## config.mk

```make
export PLATFORM = sky130hd
export DESIGN_NAME = onchip_mem_mover
export DESIGN_NICKNAME = d
export VERILOG_FILES = /design/src/rtl/onchip_mem_mover.sv
export SDC_FILE = /design/constraint.sdc
export NUM_CORES = 1
export LEC_CHECK = 0
export ABC_CLOCK_PERIOD_IN_PS = 5900
export BUFFER_PORTS_ARGS = -buffer_cell sky130_fd_sc_hd__buf_2
export CAP_MARGIN = 20
export CORE_MARGIN = 2
export CORE_UTILIZATION = 55
export DETAILED_ROUTE_END_ITERATION = 16
export GPL_TIMING_DRIVEN = 0
export PLACE_DENSITY = 0.78
export SETUP_SLACK_MARGIN = 0.1
export SYNTH_ARGS = -nofsm -noshare
export SYNTH_HDL_FRONTEND = slang
export SYNTH_SLANG_ARGS = --single-unit
```

## constraint.sdc

```tcl
create_clock -name clk -period 5.9 [get_ports clk]
set_clock_uncertainty 0.15 [all_clocks]
set_input_delay 0.59 -clock clk [delete_from_list [all_inputs] [get_ports clk]]
set_output_delay 0.59 -clock clk [all_outputs]
set_load 0.005 [all_outputs]
```

## src/rtl/onchip_mem_mover.sv

```systemverilog
// FILL/COPY mover over an Avalon-MM on-chip RAM; FILL takes N+2 cycles start-to-done, COPY 3N+2, error 2.
// No backpressure: the memory has a fixed 1-cycle read latency and no waitrequest.
module onchip_mem_mover #(
  parameter int ADDR_W = 13,
  parameter int DATA_W = 32
) (
  input  logic                  clk,
  input  logic                  reset_n,
  input  logic                  start,
  input  logic                  op,
  input  logic [ADDR_W-1:0]     src_addr,
  input  logic [ADDR_W-1:0]     dst_addr,
  input  logic [ADDR_W:0]       length,
  input  logic [DATA_W-1:0]     fill_data,
  output logic                  busy,
  output logic                  done,
  output logic                  error,
  output logic [ADDR_W-1:0]     address,
  output logic [DATA_W/8-1:0]   byteenable,
  output logic                  chipselect,
  output logic                  write,
  output logic [DATA_W-1:0]     writedata,
  output logic                  clken,
  input  logic [DATA_W-1:0]     readdata
);

  typedef enum logic [2:0] {
    S_IDLE    = 3'd0,
    S_CHECK   = 3'd1,
    S_FILL_WR = 3'd2,
    S_CP_RD   = 3'd3,
    S_CP_CAP  = 3'd4,
    S_CP_WR   = 3'd5,
    S_FINISH  = 3'd6
  } state_t;

  localparam logic [ADDR_W+1:0] LP_LIMIT = {2'b01, {ADDR_W{1'b0}}};
  localparam logic [ADDR_W-1:0] LP_A_ONE = {{(ADDR_W-1){1'b0}}, 1'b1};
  localparam logic [ADDR_W:0]   LP_L_ONE = {{ADDR_W{1'b0}}, 1'b1};

  state_t              r_state;
  logic                r_op;
  logic [ADDR_W-1:0]   r_src;
  logic [ADDR_W-1:0]   r_dst;
  logic [ADDR_W:0]     r_len;
  logic [DATA_W-1:0]   r_fill;
  logic                r_busy;
  logic                r_done;
  logic                r_error;
  logic [ADDR_W-1:0]   r_address;
  logic                r_cs;
  logic                r_write;
  logic [DATA_W-1:0]   r_wdata;

  logic [ADDR_W+1:0]   w_dst_end;
  logic [ADDR_W+1:0]   w_src_end;
  logic                w_cmd_err;
  logic                w_last;

  // Range ends are computed two bits wider so a full-memory transfer cannot alias to zero.
  assign w_dst_end = {2'b00, r_dst} + {1'b0, r_len};
  assign w_src_end = {2'b00, r_src} + {1'b0, r_len};
  assign w_cmd_err = (r_len == '0) || (w_dst_end > LP_LIMIT) ||
                     (r_op && (w_src_end > LP_LIMIT));
  assign w_last    = (r_len == LP_L_ONE);

  always_ff @(posedge clk) begin
    if (!reset_n) begin
      r_state   <= S_IDLE;
      r_op      <= 1'b0;
      r_src     <= '0;
      r_dst     <= '0;
      r_len     <= '0;
      r_fill    <= '0;
      r_busy    <= 1'b0;
      r_done    <= 1'b0;
      r_error   <= 1'b0;
      r_address <= '0;
      r_cs      <= 1'b0;
      r_write   <= 1'b0;
      r_wdata   <= '0;
    end else begin
      r_done <= 1'b0;
      case (r_state)
        S_IDLE: begin
          if (start) begin
            r_op    <= op;
            r_src   <= src_addr;
            r_dst   <= dst_addr;
            r_len   <= length;
            r_fill  <= fill_data;
            r_busy  <= 1'b1;
            r_error <= 1'b0;
            r_state <= S_CHECK;
          end
        end
        S_CHECK: begin
          if (w_cmd_err) begin
            r_error <= 1'b1;
            r_done  <= 1'b1;
            r_state <= S_FINISH;
          end else if (!r_op) begin
            r_cs      <= 1'b1;
            r_write   <= 1'b1;
            r_address <= r_dst;
            r_wdata   <= r_fill;
            r_state   <= S_FILL_WR;
          end else begin
            r_cs      <= 1'b1;
            r_write   <= 1'b0;
            r_address <= r_src;
            r_state   <= S_CP_RD;
          end
        end
        S_FILL_WR: begin
          r_dst <= r_dst + LP_A_ONE;
          r_len <= r_len - LP_L_ONE;
          if (w_last) begin
            r_cs    <= 1'b0;
            r_write <= 1'b0;
            r_done  <= 1'b1;
            r_state <= S_FINISH;
          end else begin
            r_address <= r_dst + LP_A_ONE;
          end
        end
        S_CP_RD: begin
          r_cs    <= 1'b0;
          r_state <= S_CP_CAP;
        end
        S_CP_CAP: begin
          // Read data returns exactly one cycle after the read strobe.
          r_wdata   <= readdata;
          r_cs      <= 1'b1;
          r_write   <= 1'b1;
          r_address <= r_dst;
          r_state   <= S_CP_WR;
        end
        S_CP_WR: begin
          r_src <= r_src + LP_A_ONE;
          r_dst <= r_dst + LP_A_ONE;
          r_len <= r_len - LP_L_ONE;
          if (w_last) begin
            r_cs    <= 1'b0;
            r_write <= 1'b0;
            r_done  <= 1'b1;
            r_state <= S_FINISH;
          end else begin
            r_cs      <= 1'b1;
            r_write   <= 1'b0;
            r_address <= r_src + LP_A_ONE;
            r_state   <= S_CP_RD;
          end
        end
        S_FINISH: begin
          r_busy  <= 1'b0;
          r_error <= 1'b0;
          r_state <= S_IDLE;
        end
        default: begin
          r_cs    <= 1'b0;
          r_write <= 1'b0;
          r_busy  <= 1'b0;
          r_state <= S_IDLE;
        end
      endcase
    end
  end

  assign busy       = r_busy;
  assign done       = r_done;
  assign error      = r_error;
  assign address    = r_address;
  assign chipselect = r_cs;
  assign write      = r_write;
  assign writedata  = r_wdata;
  assign byteenable = '1;
  assign clken      = 1'b1;

endmodule

```

-- After elaboration in Yosys (flattened, before gate mapping)
Index checks and enable logic that the tools add are counted.
- output and inout bits: 55
- word-level logic and storage cells: 96
- register bits after elaboration: 126
- bits of input ports: 108
- multiplexer cells: 35
- order comparisons: 2
- bitwise logic cells: 3
- add/subtract/negate cells: 5
- equality and inequality tests: 14
- reductions and logical operators: 24
- operators with widths (kind ; count):
    $mux 13 ; 6
    $mux 32 ; 2
    $pmux 32 s2 ; 1
    $pmux 13 s2 ; 2
    $pmux 13 s4 ; 1
    $add 13x14->15 ; 2
    $gt 15x14->1 const B ; 2
    $pmux 14 s2 ; 1
    $add 13x1->13 const B ; 2
    $pmux 3 s6 ; 1
    $eq 14x1->1 const B ; 1
    $logic_not 14->1 ; 1
    $mux 14 ; 1
    $ne 2x2->1 const B ; 7
    $sub 14x1->14 const B ; 1
    $mux 3 ; 4
    $reduce_and 3->1 ; 4
    $mux 1 ; 11
    $reduce_and 2->1 ; 5
    $eq 3x3->1 const B ; 3
    $eq 3x2->1 const B ; 2
    $reduce_bool 2->1 ; 3
    $pmux 1 s5 ; 1
    $reduce_or 5->1 ; 1
    other kinds (13) ; 18

-- Depth between registers and ports, before layout
- word-level depth: 6
- mapped depth: 12
- gate-level depth less buffers: 11

-- Worst setup path after synthesis
OpenSTA, ideal clock, no wires.
- kind: reg-to-reg
- start point: register r_dst[0]
- end point: register r_wdata[23], in the netlist writedata[23]
- period minus slack after synthesis: 3.464 ns
- setup time: 0.091 ns
- arrival: 3.223 ns
- stages on the path, launching flop included: 13
- slack: 2.436 ns
- path buffers: 1
- cell sequence: dfxtp_1 -> ha_1 -> fa_1 -> a211oi_2 -> nor2_1 -> xor2_1 -> or4_1 -> nor4_1 -> a211oi_1 -> o32ai_4 -> buf_4 -> a21oi_1 -> a311oi_1
- longest elaborated chain between the ends: 6
- ends and longest elaborated chain (item ; RTL line ; text):
    start: declaration ; 44 ; logic [ADDR_W-1:0] r_dst;
    start signal: assignment ; 89 ; r_dst <= dst_addr;
    start signal: assignment ; 116 ; r_dst <= r_dst + LP_A_ONE;
    start signal: assignment ; 141 ; r_dst <= r_dst + LP_A_ONE;
    $add 13x14->15 ; 61 ; assign w_dst_end = {2'b00, r_dst} + {1'b0, r_len};
    $gt 15x14->1 ; 63 ; assign w_cmd_err = (r_len == '0) || (w_dst_end > LP_LIMIT) ||
    $logic_or 1x1->1 (2 in a row) ; 63 ;
    $ne 2x2->1 (no line) ; n/a ;
    $reduce_and 3->1 (no line) ; n/a ;
    end signal: assignment ; 106 ; r_wdata <= r_fill;
    end signal: assignment ; 133 ; r_wdata <= readdata;
    end: declaration ; 53 ; logic [DATA_W-1:0] r_wdata;
No other way between the ends.
A chain may end at the register's enable or synchronous reset.

-- Final worst setup path
- start point: register r_dst[0]
- end point: register r_wdata[31], in the netlist writedata[31]
The elaborated chain is that of the path after synthesis.

==> results.sh <==
export IMPL_min_path_type="in -> reg"
export IMPL_drc=0
export IMPL_critPathCaptureType="flop"
export IMPL_cts_tree="done"
export IMPL_ctsHoldBuffers=0
export IMPL_worstPathMaxFanout=10
export IMPL_antenna_left=0
export IMPL_drt_total_wl_um=25000
export IMPL_critPathMaxStageDelay_ps=550
export IMPL_ir_worst_vdd_uv=270
export IMPL_grt_setup_unrepaired="no"
export IMPL_via_per_inst=6.22
export IMPL_fin_cells=1358
export IMPL_grt_pass1_vias=7328
export IMPL_p_leak_nw=3.83
export IMPL_portBuffers=157
export IMPL_period_minus_slack_ps=4240
export IMPL_start_kind="flop"
export IMPL_synth_edff_count=0
export IMPL_clock_sinks=126
export IMPL_fin_util_pct=67.5
export IMPL_synth_distinct_cells=73
export IMPL_cts_resized=0
export IMPL_dpl_hpwl_um=18600
export IMPL_async_flop_share_pct=0
export IMPL_insertion_delay_ps=430
export IMPL_seq_area_frac_synth_pct=32.7
export IMPL_drive_above_1_share_pct=18.3
export IMPL_dp_cells=1326
export IMPL_gr_total_overflow=0
export IMPL_fmax_ghz=0.236
export IMPL_nets=1305
export IMPL_post_cts_repair_setup_buffers=0
export IMPL_antenna_found_initial=0
export IMPL_htreeDepth=4
export IMPL_worst_slew_pin_slew_ps=1110
export IMPL_clk_pin_slew_ps=60
export IMPL_power_density_mw_per_mm2=574
export IMPL_avgSynthCellArea_um2=7.83
export IMPL_slew_headroom_pct=25.6
export IMPL_start_util_pct=56.0
export IMPL_final_hold_viol_count=0
export IMPL_ios=163
export IMPL_dr_pass1_iters=6
export IMPL_synthFlopType="dfxtp_1"
export IMPL_ys_seq_elements=126
export IMPL_die_y_um=122
export IMPL_cts_root_buffer="clkbuf_16"
export IMPL_cts_buffers=17
export IMPL_outcome="finished clean"
export IMPL_grt_pass1_wl_um=38700
export IMPL_dieWidth_um=122
export IMPL_maxCapViolCount=0
export IMPL_cp_data_arrival_time_ps=4420
export IMPL_grt_max_degree=17
export IMPL_place_congestion=0.985
export IMPL_path_cells="ha_1 -> fa_1 -> or2_2 -> a221oi_1 -> nand4_1 -> or4_1 -> nor4_1 -> a211oi_1 -> o32ai_4 -> buf_4 -> a21oi_1 -> a311oi_1"
export IMPL_path_class="reg -> reg"
export IMPL_synth_warnings=0
export IMPL_slowest_stage="o32ai_4"
export IMPL_syn_cell_area_mm2=0.00771
export IMPL_setup_viol=0
export IMPL_crit_required_ps=6080
export IMPL_syn_inst=985
export IMPL_die_area_mm2=0.0150
export IMPL_clockBufferDepth=2
export IMPL_num_rows=43
export IMPL_post_route_period_util_pct=71.9
export IMPL_fin_tns_setup_ps=0
export IMPL_antennaDiodeCount=0
export IMPL_drtIter0Drc=949
export IMPL_drv_slew=0
export IMPL_vias=8442
export IMPL_core_area_mm2=0.0138
export IMPL_syn2layout_area_growth_pct=20.6
export IMPL_avgRoutedWirePerCell_um=18.4
export IMPL_grt_use_total_pct=33.2
[area by class of cell]
cell class	instances	area [µm²]
well taps	180	225
flip-flops and latches	126	2520
multi-input cells	772	4820
inverters	17	63.8
repair buffers	157	786
plain buffers	74	315
clock inverters	14	124
clock buffers	18	439
fillers	1198	4470
[stage by stage]
stage               total power, W  instance area, µm²  setup slack [ps]  hold slack [ps]
finish                     0.00533                9300              1660              246
global route               0.00568                9300              1460              252
CTS                        0.00526                9300              1690              241
detailed placement         0.00424                8740              1760              296
global placement           0.00420                8740              1750              291
floorplan                  0.00342                7730              2440              286
[synth_stat cells, drive strengths merged, types with 16 or more instances]
| library cell | number | area [µm²] |
|---|---|---|
| o21ai | 44 | 220 |
| inv | 17 | 63.8 |
| a311oi | 38 | 339 |
| dfxtp | 126 | 2520 |
| nor2 | 84 | 315 |
| a221oi | 16 | 140 |
| clkbuf | 61 | 229 |
| mux2i | 46 | 460 |
| nand3 | 19 | 95.1 |
| a21oi | 128 | 644 |
| nor3 | 24 | 120 |
| ha | 30 | 375 |
| nand2 | 149 | 559 |
[worst max-delay path, delay by kind of cell, from the launching register on]
family	cells	cell delay [ps]
AO/OA/AOI/OAI	5	1430
AND/OR/NAND/NOR	4	1080
adder cells (fa/ha/maj)	2	670
flip-flops	1	540
buffers and inverters	1	270
[final timing paths]
| kind | start | endpoint | slack [ps] | cells past startpoint |
|---|---|---|---|---|
| setup / recovery | r_dst[0]$_SDFFE_PN0P_ | writedata[31]$_SDFFE_PN0P_ | 1660 | 12 |
| hold / removal | fill_data[22] | r_fill[22]$_SDFFE_PN0P_ | 250 | 3 |
| hold reg to reg | r_fill[22]$_SDFFE_PN0P_ | r_fill[22]$_SDFFE_PN0P_ | 300 | 2 |
| setup reg to reg | r_dst[0]$_SDFFE_PN0P_ | writedata[31]$_SDFFE_PN0P_ | 1660 | 12 |
[report_power, final]
| part | switching (W) | leakage, nW | internal (W) |
|---|---|---|---|
| registers | 0.000325 | 1.03 | 0.00116 |
| clock network | 0.000444 | 0.269 | 0.000563 |
| logic | 0.00171 | 2.52 | 0.00113 |
| total | 0.00248 | 3.83 | 0.00285 |
[cells by family after synthesis]
logic type	after synthesis	synth area share, %
adder cells (fa/ha/maj)	32	5.39
XOR/XNOR	20	2.27
buffers and inverters	91	4.92
multiplexers	49	6.41
AO/OA/AOI/OAI	327	28.3
other	1	0.0486
flip-flops	126	32.7
AND/OR/NAND/NOR	339	19.9
[sequential cells by signal (all words and copies together), names as in the netlist]
signal      count
r_state         3
writedata      32
r_fill         32
address        13
error           1
r_len          14
done            1
busy            1
r_dst          13
r_op            1
write           1
r_src          13
chipselect      1
[placed cells by master (no fill, tap or decap), drive strengths merged, types with 19 or more instances in the layout]
master  Yosys  final
a21oi     128    128
a311oi     38     38
buf        13    170
clkbuf     61     79
dfxtp     126    126
ha         30     30
inv        17     25
mux2i      46     46
nand2     149    149
nand3      19     19
nor2       84     84
nor3       24     24
o21ai      44     44
[layer usage]
metal  global-route usage (%)  wire, µm  share of wire (%)  vias up
li1                         -         -                  -     4013
met1                     46.6     10600                 42     3893
met2                     49.7     11000                 44      469
met3                     7.16      2640                 11       67
met4                     13.0       831                3.3        0
met5                        0         0                  0        -
(Power assumes the default switching activity.)
